==> src/rtl/sdf_bf_stage_pkg.sv <==
// Shared definitions for the radix-2 SDF butterfly stage: data width and FSM states.
// Legal feedback depths are 1, 2, 4 and 8 complex samples.
package sdf_bf_stage_pkg;

    localparam int CALC_TEMP_BUS = 16;

    typedef enum logic [1:0] {
        ST_PRIME = 2'd0,
        ST_BFLY  = 2'd1,
        ST_FILL  = 2'd2
    } bf_state_e;

endpackage

==> src/rtl/sdf_delay_line.sv <==
// Feedback line of the SDF stage: DEPTH-entry shift register of packed {re, im} words.
// Entries move one place only on an accepted sample; head_o is the oldest entry.
module sdf_delay_line #(
    parameter int DEPTH = 8,
    parameter int DW    = 32
) (
    input  logic          clk_i,
    input  logic          rst_i,
    input  logic          shift_i,
    input  logic [DW-1:0] din_i,
    output logic [DW-1:0] head_o
);

    logic [DW-1:0] line_q [DEPTH];

    always_ff @(posedge clk_i or posedge rst_i) begin
        if (rst_i) begin
            for (int k = 0; k < DEPTH; k++) begin
                line_q[k] <= '0;
            end
        end else if (shift_i) begin
            line_q[0] <= din_i;
            for (int k = 1; k < DEPTH; k++) begin
                line_q[k] <= line_q[k-1];
            end
        end
    end

    assign head_o = line_q[DEPTH-1];

endmodule

==> src/rtl/sdf_bf_stage.sv <==
// Radix-2 single-delay-feedback DIF butterfly stage: sample counter, PRIME/BFLY/FILL
// control and the halving add/sub datapath with registered outputs.
module sdf_bf_stage
    import sdf_bf_stage_pkg::*;
#(
    parameter int DEPTH = 8,
    parameter int WIDTH = CALC_TEMP_BUS
) (
    input  logic                    clk,
    input  logic                    reset,
    input  logic                    in_valid,
    input  logic signed [WIDTH-1:0] in_re,
    input  logic signed [WIDTH-1:0] in_im,
    output logic                    out_valid,
    output logic signed [WIDTH-1:0] out_re,
    output logic signed [WIDTH-1:0] out_im,
    output logic                    out_diff,
    output logic                    frame_start,
    output bf_state_e               dbg_state_o
);

    localparam int CW = (DEPTH > 1) ? $clog2(2 * DEPTH) : 1;
    localparam logic [CW-1:0] CNT_HALF_LAST = CW'(DEPTH - 1);
    localparam logic [CW-1:0] CNT_MID       = CW'(DEPTH);
    localparam logic [CW-1:0] CNT_LAST      = CW'(2 * DEPTH - 1);

    bf_state_e               state_q;
    logic [CW-1:0]           cnt_q, cnt_d;
    logic                    out_valid_q, out_diff_q, frame_start_q;
    logic signed [WIDTH-1:0] out_re_q, out_im_q;

    logic [2*WIDTH-1:0]      head, push_d;
    logic [WIDTH-1:0]        head_re, head_im;
    logic [WIDTH:0]          sum_re, sum_im, dif_re, dif_im;

    assign head_re = head[2*WIDTH-1:WIDTH];
    assign head_im = head[WIDTH-1:0];

    // One guard bit keeps the sum exact; dropping bit 0 is the floor-halving shift.
    assign sum_re = {head_re[WIDTH-1], head_re} + {in_re[WIDTH-1], in_re};
    assign sum_im = {head_im[WIDTH-1], head_im} + {in_im[WIDTH-1], in_im};
    assign dif_re = {head_re[WIDTH-1], head_re} - {in_re[WIDTH-1], in_re};
    assign dif_im = {head_im[WIDTH-1], head_im} - {in_im[WIDTH-1], in_im};

    always_comb begin
        push_d = {in_re, in_im};
        if (state_q == ST_BFLY) begin
            push_d = {dif_re[WIDTH:1], dif_im[WIDTH:1]};
        end
    end

    assign cnt_d = (cnt_q == CNT_LAST) ? '0 : cnt_q + 1'b1;

    sdf_delay_line #(
        .DEPTH (DEPTH),
        .DW    (2 * WIDTH)
    ) u_line (
        .clk_i   (clk),
        .rst_i   (reset),
        .shift_i (in_valid),
        .din_i   (push_d),
        .head_o  (head)
    );

    always_ff @(posedge clk or posedge reset) begin
        if (reset) begin
            state_q       <= ST_PRIME;
            cnt_q         <= '0;
            out_valid_q   <= 1'b0;
            frame_start_q <= 1'b0;
            out_diff_q    <= 1'b0;
            out_re_q      <= '0;
            out_im_q      <= '0;
        end else if (in_valid) begin
            cnt_q <= cnt_d;
            case (state_q)
                ST_PRIME: begin
                    out_valid_q   <= 1'b0;
                    frame_start_q <= 1'b0;
                    if (cnt_q == CNT_HALF_LAST) state_q <= ST_BFLY;
                end
                ST_BFLY: begin
                    out_valid_q   <= 1'b1;
                    frame_start_q <= (cnt_q == CNT_MID);
                    out_diff_q    <= 1'b0;
                    out_re_q      <= sum_re[WIDTH:1];
                    out_im_q      <= sum_im[WIDTH:1];
                    if (cnt_q == CNT_LAST) state_q <= ST_FILL;
                end
                ST_FILL: begin
                    out_valid_q   <= 1'b1;
                    frame_start_q <= (cnt_q == '0);
                    out_diff_q    <= 1'b1;
                    out_re_q      <= head_re;
                    out_im_q      <= head_im;
                    if (cnt_q == CNT_HALF_LAST) state_q <= ST_BFLY;
                end
                default: begin
                    out_valid_q   <= 1'b0;
                    frame_start_q <= 1'b0;
                    state_q       <= ST_PRIME;
                end
            endcase
        end else begin
            out_valid_q   <= 1'b0;
            frame_start_q <= 1'b0;
        end
    end

    assign out_valid   = out_valid_q;
    assign frame_start = frame_start_q;
    assign out_diff    = out_diff_q;
    assign out_re      = out_re_q;
    assign out_im      = out_im_q;
    assign dbg_state_o = state_q;

endmodule
==> config.mk <==
export PLATFORM = sky130hd
export DESIGN_NAME = sdf_bf_stage
export DESIGN_NICKNAME = d
export VERILOG_FILES = /design/src/rtl/sdf_bf_stage_pkg.sv /design/src/rtl/sdf_delay_line.sv /design/src/rtl/sdf_bf_stage.sv
export SDC_FILE = /design/constraint.sdc
export NUM_CORES = 1
export LEC_CHECK = 0
export BUFFER_PORTS_ARGS = -buffer_cell sky130_fd_sc_hd__buf_2
export CAP_MARGIN = 20
export CELL_PAD_IN_SITES_DETAIL_PLACEMENT = 1
export CELL_PAD_IN_SITES_GLOBAL_PLACEMENT = 2
export CORE_MARGIN = 3
export CORE_UTILIZATION = 42
export DETAILED_ROUTE_END_ITERATION = 12
export PLACE_DENSITY_LB_ADDON = 0.1
export SLEW_MARGIN = 25
export SYNTH_ARGS = -nofsm -noshare
export SYNTH_HDL_FRONTEND = slang
export SYNTH_SLANG_ARGS = --single-unit
==> constraint.sdc <==
create_clock -name clk -period 10 [get_ports clk]
set_clock_uncertainty 0.1 [all_clocks]
set_input_delay 0 -clock clk [delete_from_list [all_inputs] [get_ports clk]]
set_output_delay 0 -clock clk [all_outputs]
set_load 0.01 [all_outputs]
==> summary.txt <==
Outcome
  – Status: finished clean

Detailed routing
  – Vias per Instance: 5.45
  – Initial DRC Count: roughly 510
  – DR vias: just over 10000
  – DRC Markers: 0
  – WL/cell: slightly below 20 um
  – Routed Antenna Nets: 0
  – Routed WL: ~37000 um
  – Drt first pass iters: 5

Worst setup path
  – Setup crit start kind: flip-flop
  – CP delay by family, top: simple AND/OR/NAND/NOR gates
  – CP peak stage delay: around 0.6 ns
  – Worst R2R Start: dbg_state_o[0]$_DFFE_PP0P_
  – CP max FO: 54
  – Slowest-stage cell, CP: or4_1
  – R2r setup slk: between 6 and 7 ns
  – Crit path DAT: approximately 3.5 ns
  – Crit path buf inv count: 3
  – Crit path kind: reg2reg
  – Worst setup EP type: flip-flop
  – FF-to-FF path depth: 8
  – FF-to-FF End: out_re[14]$_DFFE_PP0P_
  – WP data required: roughly 10 ns
  – CP Cell Sequence: inv_1 -> ha_1 -> nand2_2 -> buf_4 -> inv_2 -> nand2b_1 -> or4_1 -> o211ai_1
  – Critical path depth: 8

Die
  – Cell row count: between 60 and 70
  – Num ports: about 70
  – Total die area: between 30000 and 40000 sq um
  – Core Area: between 30000 and 40000 sq um
  – Starting Density: 43.0%
  – Die X: around 190 um
  – Die H: about 200 um

Yosys
  – Most used DFF post-synth: dfrtp_1
  – Cell variety after synth: 74
  – Number of synthesized flops with an enable pin: 0
  – Async set or reset register ratio after synthesis: 100%
  – Synth Area in Compound Gates: a little under an eighth
  – Multiplexer fraction of the synthesized cell area: between 10% and 20%
  – Largest family of logic cells by synthesized area: multiplexers
  – Sequential share of the synthesized area: 49.7%
  – Yosys reg bits: 297
  – Mapped Area: roughly 15000 sq um
  – Post-synthesis adder-cell area fraction: 6.06%
  – Synthesis warning total: 0
  – Post-synthesis xor/xnor area fraction: about 1.5%
  – Post-Syn Area per Cell: around 11 sq um
  – Synth Area in Simple Gates: ~9%
  – Syn_nets: between 1000 and 1500
  – Post-Syn Instances: about 1300

CTS
  – Post-CTS sizing: 0
  – Post-CTS setup repair buffer count: 0
  – Number of H-tree levels: 2
  – Worst-path clk slew: about 0.060 ns
  – TritonCTS clock tree: done
  – Clk_lat worst skew: 0.52 ns
  – Root Buffer: clkbuf_16
  – Sinks on Clock Net: roughly 300
  – Hold-fix buffers, CTS: 38
  – Clk buf depth: 3
  – Cts bufs inserted: 35

Timing
  – Setup_tns: 0 ns
  – Crit share post-route: between 30% and 40%
  – Final setup fails: 0
  – Pins Over Slew Limit: 0
  – Slew headroom: around a third
  – Worst-margin pin slew: 0.997 ns
  – Min Tclk post-route: 3.16 ns
  – Endpoints failing hold: 0
  – Fmax: around 320 MHz
  – RSZ-0062 raised after global routing: false

Power
  – Power Density: around 330 nW/um^2
  – Seq pwr share: between 30% and 40%
  – Total net switching power: between 2 and 2.5 mW
  – Maximum vdd ir drop: between 0.00015 and 0.0002 V
  – Int Pwr: around 3.6 mW
  – Leak: ~7.6 nW
  – Gate power share: between 30% and 40%
  – Sw Share: ~37%
  – Total power: 5.68 mW
  – Clk pwr share: between 20% and 30%

Cells and area
  – Post-layout net count: roughly 1500
  – Proportion of layout cells with a drive suffix above 1: 26.9%
  – # diodes: 0
  – Layout area overhead: 15.7%
  – Most common cell after layout, fill and taps aside: dfrtp_1
  – Most frequent cells in the layout: 297 x dfrtp_1, 224 x mux2_2, 81 x a21oi_1

Run
  – Max Cap Viol: 0

GRT
  – Largest net degree at the start of global routing: a little over 200
  – Initial antenna violation count: 0
  – First-pass GRT wire length: approximately 60000 um
  – Vias in the first global route: approximately 11000
  – GRT overflow: 0
  – Gr usage total: around a fifth

Place
  – Final Wtd Congestion: 0.803
  – DP Wirelength: approximately 25000 um
  – Number of port buffers: 71

Min path
  – Hold WC Path Type: in2async
==> final cells by class <==
cell class / count / area [sq um]
well taps: 455 / 569
clock inverters: 14 / 220
clock buffers: 50 / 1030
repair buffers: 117 / 826
multi-input cells: 884 / 7000
flip-flops and latches: 297 / 7430
inverters: 59 / 229
fillers: 3658 / 17500
==> worst reg2reg max path, stage by stage, from the launching register on <==
cell and delay, ns:
dfrtp_1 0.42, inv_1 0.09, ha_1 0.30, nand2_2 0.05, buf_4 0.34, inv_2 0.48
nand2b_1 0.53, or4_1 0.62, o211ai_1 0.17
==> synth_stat cells, drive strengths merged (3+ instances only) <==
| cell | count | share of area [%] |
|---|---|---|
| xor2 | 7 | 0.41 |
| nor3 | 35 | 1.2 |
| ha | 66 | 5.5 |
| nand4 | 3 | 0.13 |
| o2111ai | 4 | 0.23 |
| nand3b | 5 | 0.25 |
| mux2i | 17 | 1.1 |
| fa | 4 | 0.54 |
| a311oi | 4 | 0.23 |
| o21a | 11 | 0.56 |
| nand2b | 8 | 0.33 |
| dfrtp | 297 | 50 |
| and2 | 5 | 0.21 |
| a22oi | 4 | 0.20 |
| nor3b | 3 | 0.18 |
| a31oi | 13 | 0.54 |
| a21o | 15 | 0.75 |
| o211ai | 14 | 0.70 |
| o31ai | 14 | 0.74 |
| or3 | 9 | 0.38 |
| clkbuf | 60 | 1.5 |
| o21bai | 12 | 0.60 |
| nor2 | 73 | 1.8 |
| buf | 18 | 0.60 |
| o21ai | 56 | 1.9 |
| and3 | 16 | 0.67 |
| nor2b | 14 | 0.59 |
| a2111o | 4 | 0.30 |
| or2 | 4 | 0.17 |
| nor4 | 6 | 0.25 |
| inv | 59 | 1.5 |
| a221o | 4 | 0.27 |
| a21oi | 81 | 2.7 |
| nand2 | 55 | 1.4 |
| a211oi | 10 | 0.54 |
| mux2 | 225 | 17 |
| a21boi | 3 | 0.15 |
| nand3 | 29 | 0.97 |
| xnor2 | 18 | 1.1 |
| a2111oi | 3 | 0.30 |
| o221ai | 3 | 0.18 |
==> logic make-up after synthesis <==
family                   count (synthesis)
AO/OA/AOI/OAI                          271
AND/OR/NAND/NOR                        276
buffers and inverters                  137
flip-flops                             297
adder cells (fa/ha/maj)                 70
multiplexers                           242
XOR/XNOR                                25
==> registers in the layout, summed over array words and instances, names as in the netlist <==
signal	count
cnt_q	4
u_line.head_o	32
out_valid	1
out_diff	1
out_re	16
frame_start	1
u_line.line_q	224
out_im	16
dbg_state_o	2
==> power by group through the flow <==
stage          Sequential, mW  Clock, mW  Combinational (mW)
2_1_floorplan            2.07          0                1.59
3_3_place_gp             2.18          0                2.08
3_5_place_dp             2.20          0                2.13
4_1_cts                  2.19       1.40                2.17
5_1_grt                  2.26       1.45                2.41
6_report                 2.18       1.35                2.15
==> routing by layer <==
layer  GRT usage, %  routed length, um
met1           29.5              18800
met2           29.9              16200
met3           2.83               1140
met4           3.94                641
met5              0                  0
==> worst max path at each step <==
stage / startpoint / end
2_1_floorplan: reset / cnt_q[0]$_DFFE_PP0P_
4_1_cts: dbg_state_o[0]$_DFFE_PP0P_ / out_re[14]$_DFFE_PP0P_
3_5_place_dp: dbg_state_o[0]$_DFFE_PP0P_ / out_re[14]$_DFFE_PP0P_
6_report: dbg_state_o[0]$_DFFE_PP0P_ / out_re[14]$_DFFE_PP0P_
5_1_grt: dbg_state_o[0]$_DFFE_PP0P_ / out_re[14]$_DFFE_PP0P_
3_3_place_gp: dbg_state_o[0]$_DFFE_PP0P_ / out_re[12]$_DFFE_PP0P_
==> stage by stage <==
stage / area, sq um / util [%] / setup slack (ns) / cells / hold slack, ns
5_1_grt: 17300 / 49.7 / 6.56 / 1876 / 0.0812
3_5_place_dp: 15700 / 45.0 / 6.81 / 1774 / 0.0408
4_1_cts: 17300 / 49.7 / 6.80 / 1876 / 0.0380
3_3_place_gp: 15700 / 45.0 / 6.92 / 1774 / 0.0298
6_report: 17300 / 49.7 / 6.84 / 1876 / 0.00577
2_1_floorplan: 15000 / - / 1.70 / 1318 / 0.0349
Note: power is estimated with default switching activity, not from simulation.
